**config.mk**
```make
export PLATFORM = sky130hd
export DESIGN_NAME = cp0_exc_ctrl
export DESIGN_NICKNAME = d
export VERILOG_FILES = /design/src/rtl/cp0_exc_ctrl.sv
export SDC_FILE = /design/constraint.sdc
export NUM_CORES = 1
export LEC_CHECK = 0
export CAP_MARGIN = 40
export CORE_ASPECT_RATIO = 0.75
export CORE_MARGIN = 2
export CORE_UTILIZATION = 42
export DETAILED_ROUTE_END_ITERATION = 12
export GPL_TIMING_DRIVEN = 0
export PLACE_DENSITY = 0.85
export SYNTH_ARGS = -nofsm -noshare
export SYNTH_HDL_FRONTEND = slang
export SYNTH_SLANG_ARGS = --single-unit
```
**constraint.sdc**
```tcl
create_clock -name clk -period 2.4 [get_ports clk]
set_clock_uncertainty 0.05 [all_clocks]
set_input_delay 0.48 -clock clk [delete_from_list [all_inputs] [get_ports clk]]
set_output_delay 0.48 -clock clk [all_outputs]
set_load 0.01 [all_outputs]
```
**src/rtl/cp0_exc_ctrl.sv**
```systemverilog
// Coprocessor-0 exception/interrupt controller: SR, Cause and EPC, with req/EPC for the pipeline.
// Optional Count/Compare timer is enabled by defining CP0_TIMER_EN.
`timescale 1ns/1ps
module cp0_exc_ctrl #(
    parameter int HW_INT_W     = 6,
    parameter bit EXL_ON_RESET = 1'b0
) (
    input  logic                clk,
    input  logic                reset,
    input  logic [HW_INT_W-1:0] hw_int,
    input  logic [31:0]         m_pc,
    input  logic                m_bd,
    input  logic [4:0]          m_exc,
    input  logic                m_eret,
    input  logic                we,
    input  logic [4:0]          addr,
    input  logic [31:0]         wdata,
    output logic [31:0]         rdata,
    output logic                req,
    output logic [31:0]         epc_out
);

    localparam logic [4:0]  ADDR_COUNT   = 5'd9;
    localparam logic [4:0]  ADDR_COMPARE = 5'd11;
    localparam logic [4:0]  ADDR_SR      = 5'd12;
    localparam logic [4:0]  ADDR_CAUSE   = 5'd13;
    localparam logic [4:0]  ADDR_EPC     = 5'd14;
    localparam logic [4:0]  ADDR_PRID    = 5'd15;
    localparam logic [31:0] PRID_VALUE   = 32'h0000_7C07;

    logic [5:0]  im_q, im_d;
    logic        exl_q, exl_d;
    logic        ie_q, ie_d;
    logic        bd_q, bd_d;
    logic [5:0]  ip_q, ip_d;
    logic [4:0]  exccode_q, exccode_d;
    logic [31:0] epc_q, epc_d;

    logic [5:0]  hw_ip_s;
    logic [5:0]  ip_view_s;
    logic [31:0] sr_s;
    logic [31:0] cause_s;
    logic        int_req_s;
    logic        exc_req_s;
    logic        req_s;
    logic        wr_s;

    // External lines are fitted onto the six IP bits regardless of HW_INT_W.
    generate
        if (HW_INT_W >= 6) begin : g_ip_trunc
            assign hw_ip_s = hw_int[5:0];
        end else begin : g_ip_pad
            assign hw_ip_s = {{(6-HW_INT_W){1'b0}}, hw_int};
        end
    endgenerate

`ifdef CP0_TIMER_EN
    logic [31:0] count_q, count_d;
    logic [31:0] compare_q, compare_d;
    logic        timer_pend_q, timer_pend_d;

    assign ip_view_s = ip_q | {timer_pend_q, 5'b00000};
`else
    assign ip_view_s = ip_q;
`endif

    assign sr_s    = {16'h0000, im_q, 8'h00, exl_q, ie_q};
    assign cause_s = {bd_q, 15'h0000, ip_view_s, 3'b000, exccode_q, 2'b00};

    // req is masked while in reset and while EXL is set.
    assign int_req_s = ie_q & ~exl_q & (|(ip_view_s & im_q));
    assign exc_req_s = (m_exc != 5'd0) & ~exl_q;
    assign req_s     = ~reset & (int_req_s | exc_req_s);
    assign wr_s      = we & ~req_s;
    assign req       = req_s;

    assign epc_out = (we && (addr == ADDR_EPC)) ? wdata : epc_q;

    // Next-state for SR, Cause and EPC.
    always_comb begin
        im_d      = im_q;
        exl_d     = exl_q;
        ie_d      = ie_q;
        bd_d      = bd_q;
        exccode_d = exccode_q;
        epc_d     = epc_q;
        ip_d      = hw_ip_s;
        if (req_s) begin
            exl_d     = 1'b1;
            bd_d      = m_bd;
            exccode_d = int_req_s ? 5'd0 : m_exc;
            epc_d     = m_bd ? (m_pc - 32'd4) : m_pc;
        end else begin
            if (m_eret) begin
                exl_d = 1'b0;
            end else if (wr_s && (addr == ADDR_SR)) begin
                exl_d = wdata[1];
            end else begin
                exl_d = exl_q;
            end
            if (wr_s && (addr == ADDR_SR)) begin
                im_d = wdata[15:10];
                ie_d = wdata[0];
            end else begin
                im_d = im_q;
                ie_d = ie_q;
            end
            if (wr_s && (addr == ADDR_EPC)) begin
                epc_d = wdata;
            end else begin
                epc_d = epc_q;
            end
        end
    end

    // State registers for SR, Cause and EPC.
    always_ff @(posedge clk) begin
        if (reset) begin
            im_q      <= 6'd0;
            exl_q     <= EXL_ON_RESET;
            ie_q      <= 1'b0;
            bd_q      <= 1'b0;
            ip_q      <= 6'd0;
            exccode_q <= 5'd0;
            epc_q     <= 32'd0;
        end else begin
            im_q      <= im_d;
            exl_q     <= exl_d;
            ie_q      <= ie_d;
            bd_q      <= bd_d;
            ip_q      <= ip_d;
            exccode_q <= exccode_d;
            epc_q     <= epc_d;
        end
    end

`ifdef CP0_TIMER_EN
    // Count/Compare next-state; a Compare write clears the pending tick.
    always_comb begin
        count_d      = count_q + 32'd1;
        compare_d    = compare_q;
        timer_pend_d = timer_pend_q;
        if (wr_s && (addr == ADDR_COUNT)) begin
            count_d = wdata;
        end else begin
            count_d = count_q + 32'd1;
        end
        if (wr_s && (addr == ADDR_COMPARE)) begin
            compare_d    = wdata;
            timer_pend_d = 1'b0;
        end else if ((count_q == compare_q) && (compare_q != 32'd0)) begin
            timer_pend_d = 1'b1;
        end else begin
            timer_pend_d = timer_pend_q;
        end
    end

    // Timer registers.
    always_ff @(posedge clk) begin
        if (reset) begin
            count_q      <= 32'd0;
            compare_q    <= 32'd0;
            timer_pend_q <= 1'b0;
        end else begin
            count_q      <= count_d;
            compare_q    <= compare_d;
            timer_pend_q <= timer_pend_d;
        end
    end
`endif

    // mfc0 read decode.
    always_comb begin
        rdata = 32'd0;
        case (addr)
            ADDR_SR:      rdata = sr_s;
            ADDR_CAUSE:   rdata = cause_s;
            ADDR_EPC:     rdata = epc_q;
            ADDR_PRID:    rdata = PRID_VALUE;
`ifdef CP0_TIMER_EN
            ADDR_COUNT:   rdata = count_q;
            ADDR_COMPARE: rdata = compare_q;
`endif
            default:      rdata = 32'd0;
        endcase
    end

endmodule
```
* Yosys cells after proc, flatten, opt, wreduce, memory -nomap -nowiden *
Index checks and enable logic that the tools add are counted.

word-level totals
  bits in registers = 52
  input bits = 85
  output and inout port bits = 65
  word-level logic and storage cells = 39

cells by class
  add/sub/neg operators = 1
  equality and inequality tests = 4
  multiplexer cells = 9
  bitwise gates (word level) = 10
  reductions and logical operators = 8

operators with widths
  cell                                                                   count
  32-bit two-way mux                                                     4
  32-bit case mux with 4 select lines                                    1
  32-bit by 3-bit subtractor with 32-bit output (second input constant)  1
  5-bit by 4-bit == test with 1-bit output (second input constant)       4
  6-bit AND                                                              1
  6-bit OR reduction                                                     1
  1-bit AND                                                              5
  5-bit two-way mux                                                      1
  5-bit nonzero test                                                     1
  1-bit logical AND                                                      3
  1-bit two-way mux                                                      3
  1-bit NOT                                                              3
  3-bit nonzero test                                                     1
  2-bit AND reduction                                                    1
  2-bit nonzero test                                                     1
  1-bit bitwise OR                                                       1

* Depth between registers and ports, before layout *
  depth after elaboration = 11
  mapped depth = 8
  mapped depth without buffers = 7

* Worst setup path before layout *
OpenSTA, ideal clock, no wires.

  kind = input to output
  start = input port addr[4]
  end = output port epc_out[16]
  arrival time = 1.713 ns
  data required time = 1.870 ns
  slack = 0.157 ns
  stages on the path = 6
  path buffers = 3
  cell sequence = and3b_1 -> clkbuf_1 -> and3_1 -> buf_2 -> buf_2 -> mux2_1

on the way
  longest elaborated chain between the ends = 3

ends and longest elaborated chain
  what                                      line  text
  start, declared                           16    input logic [4:0] addr,
  5-bit by 4-bit == test with 1-bit output  77    assign epc_out = (we && (addr == ADDR_EPC)) ? wdata : epc_q;
  1-bit logical AND                         77
  32-bit two-way mux                        77
  end, declared                             20    output logic [31:0] epc_out

No other way between the ends.

* Final worst setup path *
  start = input port addr[4]
  end = output port epc_out[18]

Same word-level chain as after synthesis.

==> impl_metrics.py <==
metrics = {
    "sta": {
        "rsz0062_at_grt": "yes",
        "slew_headroom_pct": 45.96,
        "whs_ns": 0.4311,
        "hold_viol": 0,
        "fin_crit_ns": 2.432,
        "final-setup-viol-count": 5,
        "finalCritPeriodShare_pct": 101.3,
        "fmax_mhz": 411.3,
        "worst_pin_slew_ns": 0.8063,
        "fin_setup_tns_ns": -0.1425,
        "slew_violations": 0,
        "timing.final.ws_setup_ns": -0.03156,
    },
    "global_routing": {
        "grt_pass1_vias": 3623,
        "track_usage_pct": 29.30,
        "grt_pass1_wl_mm": 19.26,
        "antenna_found_initial": 0,
        "grt_max_degree": 16,
        "overflow": 0,
    },
    "synthesis": {
        "yosysSeqAreaShare_pct": 32.02,
        "synth.top_cell.area_share_pct": 32.02,
        "synth_edf_count": 0,
        "synthTopCellsByArea": "dfxtp_1 32%, mux2_1 6.9%, nor2_1 6.5%",
        "netlist-cell-type-count": 45,
        "synth_commonest_cells": "56 x nor2_1, 52 x dfxtp_1, 20 x a211oi_1, 20 x mux2_1, 19 x and3_1",
        "yosys_warnings": 0,
        "synth_area_sq_um": 3251,
        "yosysTopAreaCell": "dfxtp_1",
        "synth_nets": 450,
        "synth-main-ff-cell": "dfxtp_1",
        "async_flop_share_pct": 0,
        "ys_ff_latch": 52,
        "yosysMostFrequentCell": "nor2_1",
        "netlist_instances": 364,
        "synth_area_per_cell_sq_um": 8.930,
    },
    "worst_setup_path": {
        "crit_chain": "buf_6, and3b_2, and3_4, buf_12, buf_12, buf_12, mux2_4, buf_6",
        "crit_path_frequent_cell": "buf_12",
        "crit_required_ns": 1.87,
        "start_kind": "input pin",
        "critPathBufInv": 5,
        "crit_fanout": 7,
        "max_stage_delay_ns": 0.32,
        "path_delay_family": "buffers and inverters",
        "crit_path_top_delay_cell": "mux2_4",
        "cp-end-kind": "primary output",
        "crit_arrival_ns": 1.90,
        "crit_type": "in -> out",
    },
    "clocking": {
        "cts_tree": "yes",
        "cts_max_path_buffers": 2,
        "hold_buffers": 0,
        "path_clk_slew_ns": 0.11,
        "clkLatencyLatePin_ns": 0.32,
        "h-tree-depth": 2,
        "cts_buffers": 5,
        "clockRootBuffer": "clkbuf_8",
        "cts_sinks": 52,
    },
    "placed_design": {
        "hpwl_mm": 8.912,
        "globalplace.congestion": 0.9341,
        "dp.cells": 613,
        "port_buffers": 148,
    },
    "route": {
        "num_vias": 3719,
        "post_drt_wl_per_cell_um": 19.85,
        "via_per_inst": 5.739,
        "drt_iter0_drc": 215,
        "dr.pass1.iters": 5,
        "ant_nets": 0,
        "wl_mm": 12.86,
        "route.detailed.drc": 0,
    },
    "floorplan": {
        "start_util_pct": 43.74,
        "dieHeight_um": 80.19,
        "top_level_ports": 150,
        "fp.dieW_um": 105.6,
        "dieArea_sq_um": 8467,
        "num_rows": 27,
        "core-area_sq_um": 7432,
    },
    "finish": {
        "drive_gt1_share_pct": 29.91,
        "nets": 630,
        "area_growth_pct": 71.48,
        "finalNonFillerCells": 648,
        "final.fill_count": 533,
        "final_core_util_pct": 75.00,
    },
    "status": {
        "status": "finished, violations left",
        "violations": "setup timing",
    },
    "flow_run": {
        "maxCapViolCount": 0,
    },
    "power_and_ir_drop": {
        "vdd_ir_drop_max_uv": 274.0,
        "cellLeakagePower_uw": 0.002574,
        "powerDensity_nw_per_um2": 405.1,
        "p_total_uw": 2258,
    },
    "min_path": {
        "hold_class": "reg -> reg",
    },
}
-- kinds of logic after synthesis --
group | share of synthesized area, %
and+or+nand+nor | 25.63
AOI/OAI and AO/OA | 13.82
DFF | 32.02
muxes | 16.82
xor gates and xnor gates | 7.544
buffers and inverters | 3.772
adders and majority gates | 0.3848
-- stage by stage --
stage,setup slack (ns),instance area [sq um]
floorplan,0.1565,3251
global placement,-1.120,4858
detailed placement,-1.154,4858
CTS,-0.006396,5449
global route,-0.06415,5569
finish,-0.03156,5574
-- final timing paths --
| path | end | slack [ns] | cells after the start | start |
|---|---|---|---|---|
| setup / recovery | epc_out[18] | -0.03 | 8 | addr[4] |
| hold reg to reg | exccode_q[3] | 0.43 | 2 | exccode_q[3] |
| setup reg to reg | ie_q | 0.20 | 6 | im_q[4] |
| hold / removal | exccode_q[3] | 0.43 | 2 | exccode_q[3] |
-- sequential cells by signal (all words and copies together), names as in the netlist --
| signal | cells |
|---|---|
| bd_q | 1 |
| epc_q | 32 |
| exccode_q | 5 |
| exl_q | 1 |
| ie_q | 1 |
| im_q | 6 |
| ip_q | 6 |
-- routing by layer --
metal / vias up / track usage [%] / share of wire, %
met5: - / 0 / 0
met4: 0 / 9.474 / 3.9
met3: 52 / 5.925 / 8.5
met2: 218 / 48.52 / 45
met1: 1767 / 38.41 / 43
li1: 1682 / - / -
-- where the power goes --
group	internal [uW]	switching, uW	total [uW]
Clock	236	316	551
Combinational	409	332	741
Sequential	927	38.5	966
Total	1570	687	2260
-- area by class of cell --
| cell class | instances | area (sq um) | area share (%) |
|---|---|---|---|
| clock buffers | 7 | 86.33 | 1.549 |
| repair buffers | 176 | 1773 | 31.81 |
| multi-input cells | 284 | 2331 | 41.82 |
| inverters | 5 | 18.77 | 0.3367 |
| clock inverters | 1 | 7.507 | 0.1347 |
| diodes | 2 | 5.005 | 0.08979 |
| flip-flops and latches | 52 | 1041 | 18.68 |
| well taps | 101 | 126.4 | 2.267 |
| plain buffers | 20 | 185.2 | 3.322 |
-- worst min-delay path: stages, from the launching register on --
cell	delay, ns
dfxtp_1	0.33
nand2b_1	0.06
a21oi_1	0.05
-- cells in the final DEF, fill, tap and decap left out, types with 17 or more instances in the layout --
cell,count
a211oi_1,20
and3_1,18
buf_2,17
buf_4,22
buf_6,23
clkdlybuf4s50_1,72
dfxtp_1,52
dlymetal6s2s_1,22
mux2_4,31
nor2_1,55
xnor2_1,17
-- timing repair --
| action | CTS | global route |
|---|---|---|
| setup buffers | 20 | 8 |
| pin swaps | 6 | 5 |
| setup endpoints to repair | 104 | 64 |
| endpoints found under the hold margin | 0 | 0 |
| gates cloned | 3 | 0 |
| gates resized for setup | 273 | 41 |
No activity file was read; power rests on OpenSTA's default activity.
